<file path="config.mk">
export PLATFORM = sky130hd
export DESIGN_NAME = conv_window_gen_flat
export DESIGN_NICKNAME = d
export VERILOG_FILES = /design/src/rtl/conv_pkg.sv /design/src/rtl/conv_window_gen_if.sv /design/src/rtl/line_buffer.sv /design/src/rtl/conv_window_gen.sv /design/src/flat_wrapper.sv
export SDC_FILE = /design/constraint.sdc
export NUM_CORES = 1
export LEC_CHECK = 0
export ABC_CLOCK_PERIOD_IN_PS = 4740
export BUFFER_PORTS_ARGS = -buffer_cell sky130_fd_sc_hd__buf_2
export CAP_MARGIN = 20
export CORE_ASPECT_RATIO = 0.7
export CORE_MARGIN = 2
export CORE_UTILIZATION = 40
export DETAILED_ROUTE_END_ITERATION = 12
export GPL_TIMING_DRIVEN = 0
export PLACE_DENSITY_LB_ADDON = 0.1
export SLEW_MARGIN = 15
export SYNTH_ARGS = -nofsm -noshare
export SYNTH_HDL_FRONTEND = slang
export SYNTH_SLANG_ARGS = --single-unit
</file>
<file path="constraint.sdc">
create_clock -name clk -period 4.74 [get_ports clk]
set_clock_uncertainty 0.1 [all_clocks]
set_input_delay 0 -clock clk [delete_from_list [all_inputs] [get_ports clk]]
set_output_delay 0 -clock clk [all_outputs]
set_load 0.03 [all_outputs]
</file>
<file path="src/rtl/conv_pkg.sv">
// Shared convolution constants and the packed 3x3 window layout.
// Element (r,c) of a window: r=0 oldest row, c=0 leftmost column, top-left in the MSBs.
package conv_pkg;

   localparam int KERNEL = 3;
   localparam int DATA_W = 8;
   localparam int WIN_W  = KERNEL * KERNEL * DATA_W;

   function automatic int win_lsb(input int r, input int c, input int dw);
      return dw * (KERNEL * KERNEL - 1 - (KERNEL * r + c));
   endfunction

endpackage

</file>
<file path="src/rtl/conv_window_gen_if.sv">
// Pixel-in / window-out stream bundle; master is the window generator, slave its environment.
// Both streams use valid/ready; a transfer happens when valid and ready are high at a clock edge.
interface conv_window_gen_if #(
   parameter int DATA_W = 8
);

   logic                                         pix_valid;
   logic                                         pix_ready;
   logic [DATA_W-1:0]                            pix_data;
   logic                                         win_valid;
   logic                                         win_ready;
   logic [conv_pkg::KERNEL*conv_pkg::KERNEL*DATA_W-1:0] window;
   logic                                         win_last;

   modport master (
      input  pix_valid, pix_data, win_ready,
      output pix_ready, win_valid, window, win_last
   );

   modport slave (
      output pix_valid, pix_data, win_ready,
      input  pix_ready, win_valid, window, win_last
   );

endinterface

</file>
<file path="src/rtl/line_buffer.sv">
// Enable-gated delay line of DEPTH samples, circular RAM with a single pointer, 0-cycle read.
// Holds completely while en is low, so stalls upstream simply pause it.
module line_buffer #(
   parameter int DATA_W = 8,
   parameter int DEPTH  = 28
) (
   input  logic              clk,
   input  logic              rst,
   input  logic              en,
   input  logic [DATA_W-1:0] din,
   output logic [DATA_W-1:0] dout
);

   localparam int PW = (DEPTH > 1) ? $clog2(DEPTH) : 1;

   logic [DATA_W-1:0] mem [DEPTH];
   logic [PW-1:0]     ptr;

   // The slot about to be overwritten holds the sample written DEPTH enables ago.
   assign dout = mem[ptr];

   always_ff @(posedge clk) begin
      if (en) begin
         mem[ptr] <= din;
      end
   end

   always_ff @(posedge clk or posedge rst) begin
      if (rst) begin
         ptr <= '0;
      end else if (en) begin
         ptr <= (ptr == PW'(DEPTH - 1)) ? '0 : ptr + 1'b1;
      end
   end

endmodule

</file>
<file path="src/rtl/conv_window_gen.sv">
// Raster pixel stream to valid 3x3 windows; window appears 1 cycle after its last pixel.
// Single output register: pix_ready = !win_valid || win_ready, so a stalled window freezes the stream.
module conv_window_gen
   import conv_pkg::*;
#(
   parameter int DATA_W = 8,
   parameter int IMG_W  = 28,
   parameter int IMG_H  = 28
) (
   input  logic                  clk,
   input  logic                  rst,
   conv_window_gen_if.master     io
);

   localparam int CW = (IMG_W > 1) ? $clog2(IMG_W) : 1;
   localparam int RW = (IMG_H > 1) ? $clog2(IMG_H) : 1;
   localparam int WW = KERNEL * KERNEL * DATA_W;

   logic [CW-1:0]     col;
   logic [RW-1:0]     row;
   logic              accept;
   logic              last_col;
   logic              last_row;
   logic              produce;
   logic [DATA_W-1:0] row1_pix;
   logic [DATA_W-1:0] row2_pix;
   logic [DATA_W-1:0] arr      [KERNEL][KERNEL];
   logic [DATA_W-1:0] next_arr [KERNEL][KERNEL];
   logic [WW-1:0]     next_win;
   logic              win_valid_q;
   logic              win_last_q;
   logic [WW-1:0]     window_q;

   assign io.pix_ready = !win_valid_q || io.win_ready;
   assign io.win_valid = win_valid_q;
   assign io.win_last  = win_last_q;
   assign io.window    = window_q;

   assign accept   = io.pix_valid && io.pix_ready;
   assign last_col = (col == CW'(IMG_W - 1));
   assign last_row = (row == RW'(IMG_H - 1));
   // Positions with row or col below 2 would mix in stale row-end or previous-frame pixels.
   assign produce  = accept && (row >= RW'(2)) && (col >= CW'(2));

   line_buffer #(.DATA_W(DATA_W), .DEPTH(IMG_W)) u_row1 (
      .clk  (clk),
      .rst  (rst),
      .en   (accept),
      .din  (io.pix_data),
      .dout (row1_pix)
   );

   line_buffer #(.DATA_W(DATA_W), .DEPTH(IMG_W)) u_row2 (
      .clk  (clk),
      .rst  (rst),
      .en   (accept),
      .din  (row1_pix),
      .dout (row2_pix)
   );

   always_ff @(posedge clk or posedge rst) begin
      if (rst) begin
         col <= '0;
         row <= '0;
      end else if (accept) begin
         col <= last_col ? '0 : col + 1'b1;
         if (last_col) begin
            row <= last_row ? '0 : row + 1'b1;
         end
      end
   end

   always_comb begin
      for (int r = 0; r < KERNEL; r++) begin
         for (int c = 0; c < KERNEL - 1; c++) begin
            next_arr[r][c] = arr[r][c+1];
         end
      end
      next_arr[0][KERNEL-1] = row2_pix;
      next_arr[1][KERNEL-1] = row1_pix;
      next_arr[2][KERNEL-1] = io.pix_data;
   end

   always_comb begin
      next_win = '0;
      for (int r = 0; r < KERNEL; r++) begin
         for (int c = 0; c < KERNEL; c++) begin
            next_win[win_lsb(r, c, DATA_W) +: DATA_W] = next_arr[r][c];
         end
      end
   end

   always_ff @(posedge clk or posedge rst) begin
      if (rst) begin
         for (int r = 0; r < KERNEL; r++) begin
            for (int c = 0; c < KERNEL; c++) begin
               arr[r][c] <= '0;
            end
         end
      end else if (accept) begin
         arr <= next_arr;
      end
   end

   always_ff @(posedge clk or posedge rst) begin
      if (rst) begin
         win_valid_q <= 1'b0;
         win_last_q  <= 1'b0;
         window_q    <= '0;
      end else if (produce) begin
         win_valid_q <= 1'b1;
         win_last_q  <= last_col && last_row;
         window_q    <= next_win;
      end else if (io.win_ready) begin
         win_valid_q <= 1'b0;
      end
   end

endmodule

</file>
<file path="src/flat_wrapper.sv">
// flat-port wrapper written by rule: the top's interface ports become plain ports
module conv_window_gen_flat import conv_pkg::*;
#(
   parameter int DATA_W = 8,
   parameter int IMG_W  = 28,
   parameter int IMG_H  = 28
)
  (clk, rst, io_pix_valid, io_pix_data, io_win_ready, io_pix_ready, io_win_valid, io_window, io_win_last);
  conv_window_gen_if #(.DATA_W(DATA_W)) io_i ();
  input  logic clk;
  input  logic rst;
  input wire logic [$bits(io_i.pix_valid)-1:0] io_pix_valid;
  input wire logic [$bits(io_i.pix_data)-1:0] io_pix_data;
  input wire logic [$bits(io_i.win_ready)-1:0] io_win_ready;
  output wire logic [$bits(io_i.pix_ready)-1:0] io_pix_ready;
  output wire logic [$bits(io_i.win_valid)-1:0] io_win_valid;
  output wire logic [$bits(io_i.window)-1:0] io_window;
  output wire logic [$bits(io_i.win_last)-1:0] io_win_last;
  assign io_i.pix_valid = io_pix_valid;
  assign io_i.pix_data = io_pix_data;
  assign io_i.win_ready = io_win_ready;
  assign io_pix_ready = io_i.pix_ready;
  assign io_win_valid = io_i.win_valid;
  assign io_window = io_i.window;
  assign io_win_last = io_i.win_last;
  conv_window_gen #(.DATA_W(DATA_W), .IMG_W(IMG_W), .IMG_H(IMG_H)) u_core (.clk(clk), .rst(rst), .io(io_i));
endmodule
</file>
======== Word level (Yosys, flattened, before mapping) ========
Memory sizes are Yosys's and may differ from the RTL's.
Index checks and enable logic that the tools add are counted.
cells by class
  equal/unequal tests ..................... 4
  multiplexer cells ....................... 8
  add/subtract/negate cells ............... 4
  reduce and logical (&&, ||, !) cells .... 8
  order comparisons ....................... 2
operator list
  cell                                                                                  number
  5-bit by 1-bit adder with 5-bit output (second input constant)                        4
  5-bit == test (second input constant)                                                 4
  5-bit two-way mux                                                                     4
  5-bit by 2-bit greater-or-equal comparator with 1-bit output (second input constant)  2
  1-bit logical AND                                                                     4
  1-bit two-way mux                                                                     4
  2-bit AND reduction                                                                   1
  2-bit nonzero test                                                                    1
  1-bit logical NOT                                                                     1
  1-bit logical OR                                                                      1
storage, ports and cells
  output and inout port bits .............. 75
  memories ................................ 2
  RAM bits ................................ 448
  flip-flop bits (word level) ............. 142
memory list
  name               depth  bits a word  rd ports  clocked after Yosys merged registers in  wr ports  RTL line           text
  u_core.u_row1.mem  28     8            1         0                                        1         line_buffer.sv:16  logic [DATA_W-1:0] mem [DEPTH];
  u_core.u_row2.mem  28     8            1         0                                        1         line_buffer.sv:16

======== Longest topological paths before layout ========
  depth in word-level cells ............... 6
  gate-level depth with buffers ........... 8
  depth with buffers taken out ............ 6

======== By module ========
Synthesis repeated with hierarchy kept, for this count alone.
second synthesis, totals
  cells, all modules ...................... 1408
  area, all modules ....................... 23715.2 um2
by module, submodules not included
  module           area each (um2)  sequential area each (um2)  cells an instance  times used
  line_buffer      9112.5           6851.6                      493                2
  conv_window_gen  5490.3           3303.2                      422                1

======== Least setup slack after synthesis ========
Ideal clock, no wire load.
  kind .................................... register -> register
  from .................................... register u_core.win_valid_q (netlist: u_core.io.win_valid)
  to ...................................... memory u_core.u_row1.mem[17][0] (enable)
  data arrival time ....................... 2186 ps
  cell stages (with the launch flop) ...... 7
  slack ................................... 2084 ps
  setup time .............................. 370 ps
  path through ............................ dfrtp_1 > nand2b_1 > and2_1 > clkbuf_1 > clkbuf_1 > nand2_1 > nor2_1
on the way
  longest elaborated chain between the ends .. 5
ends and longest elaborated chain
  element                                  RTL line                text
  start, declared                          conv_window_gen.sv:30   logic win_valid_q;
  start signal, assigned                   conv_window_gen.sv:107  win_valid_q <= 1'b0;
  start signal, assigned                   conv_window_gen.sv:111  win_valid_q <= 1'b1;
  start signal, assigned                   conv_window_gen.sv:115  win_valid_q <= 1'b0;
  1-bit logical NOT                        conv_window_gen.sv:34   assign io.pix_ready = !win_valid_q || io.win_ready;
  1-bit logical OR                         conv_window_gen.sv:34
  named net io_pix_ready                   flat_wrapper.sv:15      output wire logic [$bits(io_i.pix_ready)-1:0] io_pix_ready;
  1-bit logical AND                        conv_window_gen.sv:39   assign accept = io.pix_valid && io.pix_ready;
  1-bit two-way mux                        line_buffer.sv:23       if (en) begin
  1-bit two-way mux (implied by the code)  line_buffer.sv:24       mem[ptr] <= din;
  end, declared                            line_buffer.sv:16
The timed path passes the listed nets, and every way through them passes these cells.

======== Final worst setup path ========
  from .................................... register u_core.win_valid_q (netlist: u_core.io.win_valid)
  to ...................................... memory u_core.u_row2.mem[24][3] (enable)
on the way
  longest elaborated chain between the ends .. 5
ends and longest elaborated chain
  element                                  RTL line
  1-bit logical NOT                        conv_window_gen.sv:34
  1-bit logical OR                         conv_window_gen.sv:34
  1-bit logical AND                        conv_window_gen.sv:39
  1-bit two-way mux                        line_buffer.sv:23
  1-bit two-way mux (implied by the code)  line_buffer.sv:24
  end, declared                            line_buffer.sv:16
Every way passes these cells.

==> impl_metrics.csv <==
group,metric,value,unit
run_status,outcome,"complete, no violations",
min_path,hold_path.class,"in -> reg",
worst_setup_path,cp_slowest_stage_delay,850,ps
cells_and_area,nets,1636,
timing,tightest_slew,1160,ps
drt,drtIter0Drc,1240,
yosys,syn_nets,1471,
yosys,yosysSeqAreaShare,0.733,
drt,detail_route.wl_per_cell,25.0,um
die,die_width,292,um
drt,drtPass1Iterations,5,
yosys,synth_top_flop_cell,"edfxtp_1",
drt,drtAntennaViolNets,0,
timing,max_freq,245,MHz
timing,hold_viol,0,
die,floorplan.rows,73,
yosys,async_reset_ff_frac,0.241,
worst_setup_path,path_max_fanout,10,
clocking,cts_max_level,2,
die,initial_core_util,0.407,
global_routing,grt_pass1_wl,88.0,mm
drt,viasPerCell,5.46,
timing,setup_tns,0,ps
power,leakage,9.69,nW
worst_setup_path,crit_required,4870,ps
worst_setup_path,crit_start,"u_core.io.win_valid",
cells_and_area,fin_util,0.466,
placement,dpl-instance-area,24700,um2
placement,routabilityCongestion,0.880,
drt,vias,13100,
worst_setup_path,cp.buffers_inverters,2,
global_routing,grt_use_total,0.202,
power,total_power,17.8,mW
worst_setup_path,crit_type,"reg -> reg",
flow_run,cap_violations,0,
cells_and_area,drive_gt1_frac,0.169,
placement,io_buffers,86,
drt,routed_wl,60.1,mm
worst_setup_path,r2r-start,"u_core.io.win_valid",
clocking,clkTransAtPathRegs,60,ps
die,die_h,206,um
worst_setup_path,r2r_end,"u_core.u_row2.mem[24][3]",
worst_setup_path,cp.arrival,4220,ps
timing,max_slew_margin,0.221,
worst_setup_path,path_delay_family,"simple AND/OR/NAND/NOR gates",
yosys,synth_edf_count,448,
timing,setup_viol,0,
cells_and_area,n_fill_cell,4894,
drt,drcViolationCount,0,
timing,fin_crit_sh,0.861,
clocking,clk_latency,610,ps
clocking,holdBufCountCts,12,
timing,slew_violations,0,
cells_and_area,final_cells,2406,
clocking,cts_inserted_buffers,57,
yosys,synth_area,23200,um2
worst_setup_path,endpoint_kind,"flop",
die,io_pins,87,
yosys,ys.warnings.count,0,
clocking,cts_setup_buffers,0,
worst_setup_path,crit_cells,6,
timing,worst_slack,657,ps
cells_and_area,final_area,26600,um2
cells_and_area,syn_to_final_growth,14.7,%
power,ir_drop,293,uV
power,p_per_area,669,nW/um2
clocking,clock-sinks,590,
cells_and_area,diodes,0,
worst_setup_path,critPathLaunchType,"flop",
worst_setup_path,path_common_cell,"clkbuf_1",
clocking,cts_tree,"yes",
timing,rsz0062_at_grt,"no",
global_routing,grt_pass1_vias,12800,
worst_setup_path,cp-endpoint,"u_core.u_row2.mem[24][3]",
yosys,ys_seq_elements,590,
clocking,postCtsResizedCells,0,
placement,dp_slack,572,ps
timing,hold_slack,197,ps
yosys,synthCells,1447,
clocking,cts_buffer_depth,3,
yosys,synth.avg_cell_area,16.0,um2
clocking,cts-root-buf,"clkbuf_16",
yosys,yosysUniqueCellTypes,58,
global_routing,overflow,0,
worst_setup_path,rr_worst_depth,6,
worst_setup_path,cp_slowest_cell,"nor2_1",
global_routing,grt_max_degree,99,
worst_setup_path,crit_path_cell_trace,"nand2b_1 -> and2_1 -> clkbuf_1 -> clkbuf_1 -> nand2_1 -> nor2_1",
die,floorplan.die_area,60000,um2
global_routing,antenna_found_initial,1,
die,core-area,57100,um2
placement,dp_cells,2289,
worst_setup_path,reg2reg_slack,660,ps
placement,place_hpwl,41.2,mm
timing,finalCriticalPeriod,4080,ps
==> cell families after synthesis <==
group	synth area share
xor gates and xnor gates	0.000755
and+or+nand+nor	0.0656
DFF	0.733
muxes	0.132
adders and majority gates	0.00647
buffers and inverters	0.0192
AOI/OAI and AO/OA	0.0432
==> placed cells by master, fill, tap and decap left out, drive strengths merged, types with 12 or more instances in the layout <==
master,n
clkbuf,102
nand2,135
ha,12
buf,139
mux2,73
o21ai,17
nor2,96
nor4,14
clkinv,22
o22ai,80
mux4,18
nand3,19
dfrtp,142
inv,13
a211oi,13
a31oi,24
mux2i,183
dlygate4sd3,12
edfxtp,448
==> final cells by class <==
cell class                 instances  area [um2]  share of cell area
sequential                       590       17000               0.639
multi-input combinational        771        5800               0.218
clock buffer                      73        1510              0.0566
tap                              750         938              0.0352
timing repair buffer             106         668              0.0251
buffer                            74         400              0.0150
clock inverter                    30         253             0.00949
inverter                          12        52.6             0.00197
==> synthesized netlist by cell type, drive strengths merged (2+ instances only) <==
| master | number | area share |
|---|---|---|
| a21o | 2 | 0.00065 |
| nor2b | 4 | 0.0011 |
| a31oi | 24 | 0.0065 |
| nand3b | 7 | 0.0023 |
| dfrtp | 142 | 0.15 |
| xor2 | 2 | 0.00075 |
| nor4 | 14 | 0.0038 |
| a21oi | 6 | 0.0013 |
| nor2 | 96 | 0.016 |
| o211ai | 2 | 0.00065 |
| nand3 | 19 | 0.0043 |
| inv | 12 | 0.0019 |
| mux2i | 183 | 0.079 |
| nand4b | 6 | 0.0025 |
| nor3 | 7 | 0.0015 |
| buf | 46 | 0.013 |
| o22ai | 80 | 0.022 |
| nand2 | 135 | 0.022 |
| nor3b | 2 | 0.00065 |
| clkbuf | 28 | 0.0045 |
| ha | 12 | 0.0065 |
| or3 | 3 | 0.00081 |
| mux4 | 18 | 0.018 |
| o21ai | 17 | 0.0037 |
| and4b | 2 | 0.00086 |
| or2 | 3 | 0.00081 |
| or3b | 3 | 0.0011 |
| nand4bb | 2 | 0.00097 |
| mux2 | 73 | 0.036 |
| nand2b | 7 | 0.0019 |
| nand4 | 7 | 0.0022 |
| a211oi | 13 | 0.0042 |
| or4b | 3 | 0.0013 |
| or4 | 2 | 0.00065 |
| a22oi | 3 | 0.00097 |
| or4bb | 2 | 0.00097 |
| a2bb2oi | 3 | 0.0011 |
| edfxtp | 448 | 0.58 |
==> how the worst min path moves through the flow <==
stage	to	slack, ps	startpoint	cells after the start
3_3_place_gp	u_core.io.win_valid	280	io_win_ready	3
4_1_cts	u_core.io.win_valid	180	io_win_ready	4
6_report	u_core.io.win_valid	200	io_win_ready	4
5_1_grt	u_core.io.win_valid	220	io_win_ready	4
2_1_floorplan	u_core.u_row1.mem[0][0]	-1	io_pix_data[0]	0
3_5_place_dp	u_core.io.win_valid	-70	rst	2
==> routing by layer <==
metal  part of all wire  GRT usage
met3              0.080     0.0556
met1               0.52      0.327
met5                  0          0
met2               0.39      0.265
met4              0.015     0.0412
==> state kept, by name, indices dropped and copies added, names as in the netlist <==
| signal | cells |
|---|---|
| u_core.u_row2.mem | 224 |
| u_core.arr | 48 |
| u_core.u_row2.ptr | 5 |
| u_core.io.win_valid | 1 |
| u_core.io.window | 72 |
| u_core.u_row1.ptr | 5 |
| u_core.col | 5 |
| u_core.io.win_last | 1 |
| u_core.u_row1.mem | 224 |
| u_core.row | 5 |
==> worst register-to-register path, delay by kind of cell (launching register included) <==
kind / cells / cell delay (ps)
flip-flops: 1 / 370
AND/OR/NAND/NOR: 4 / 1690
buffers and inverters: 2 / 1540
==> power breakdown <==
group          leakage, nW  total [mW]  internal [mW]  switching, mW
Sequential            5.75        7.55           7.08          0.463
Combinational         3.10        5.89           1.80           4.10
Clock                0.849        4.37           2.45           1.92
(Power assumes the default switching activity.)
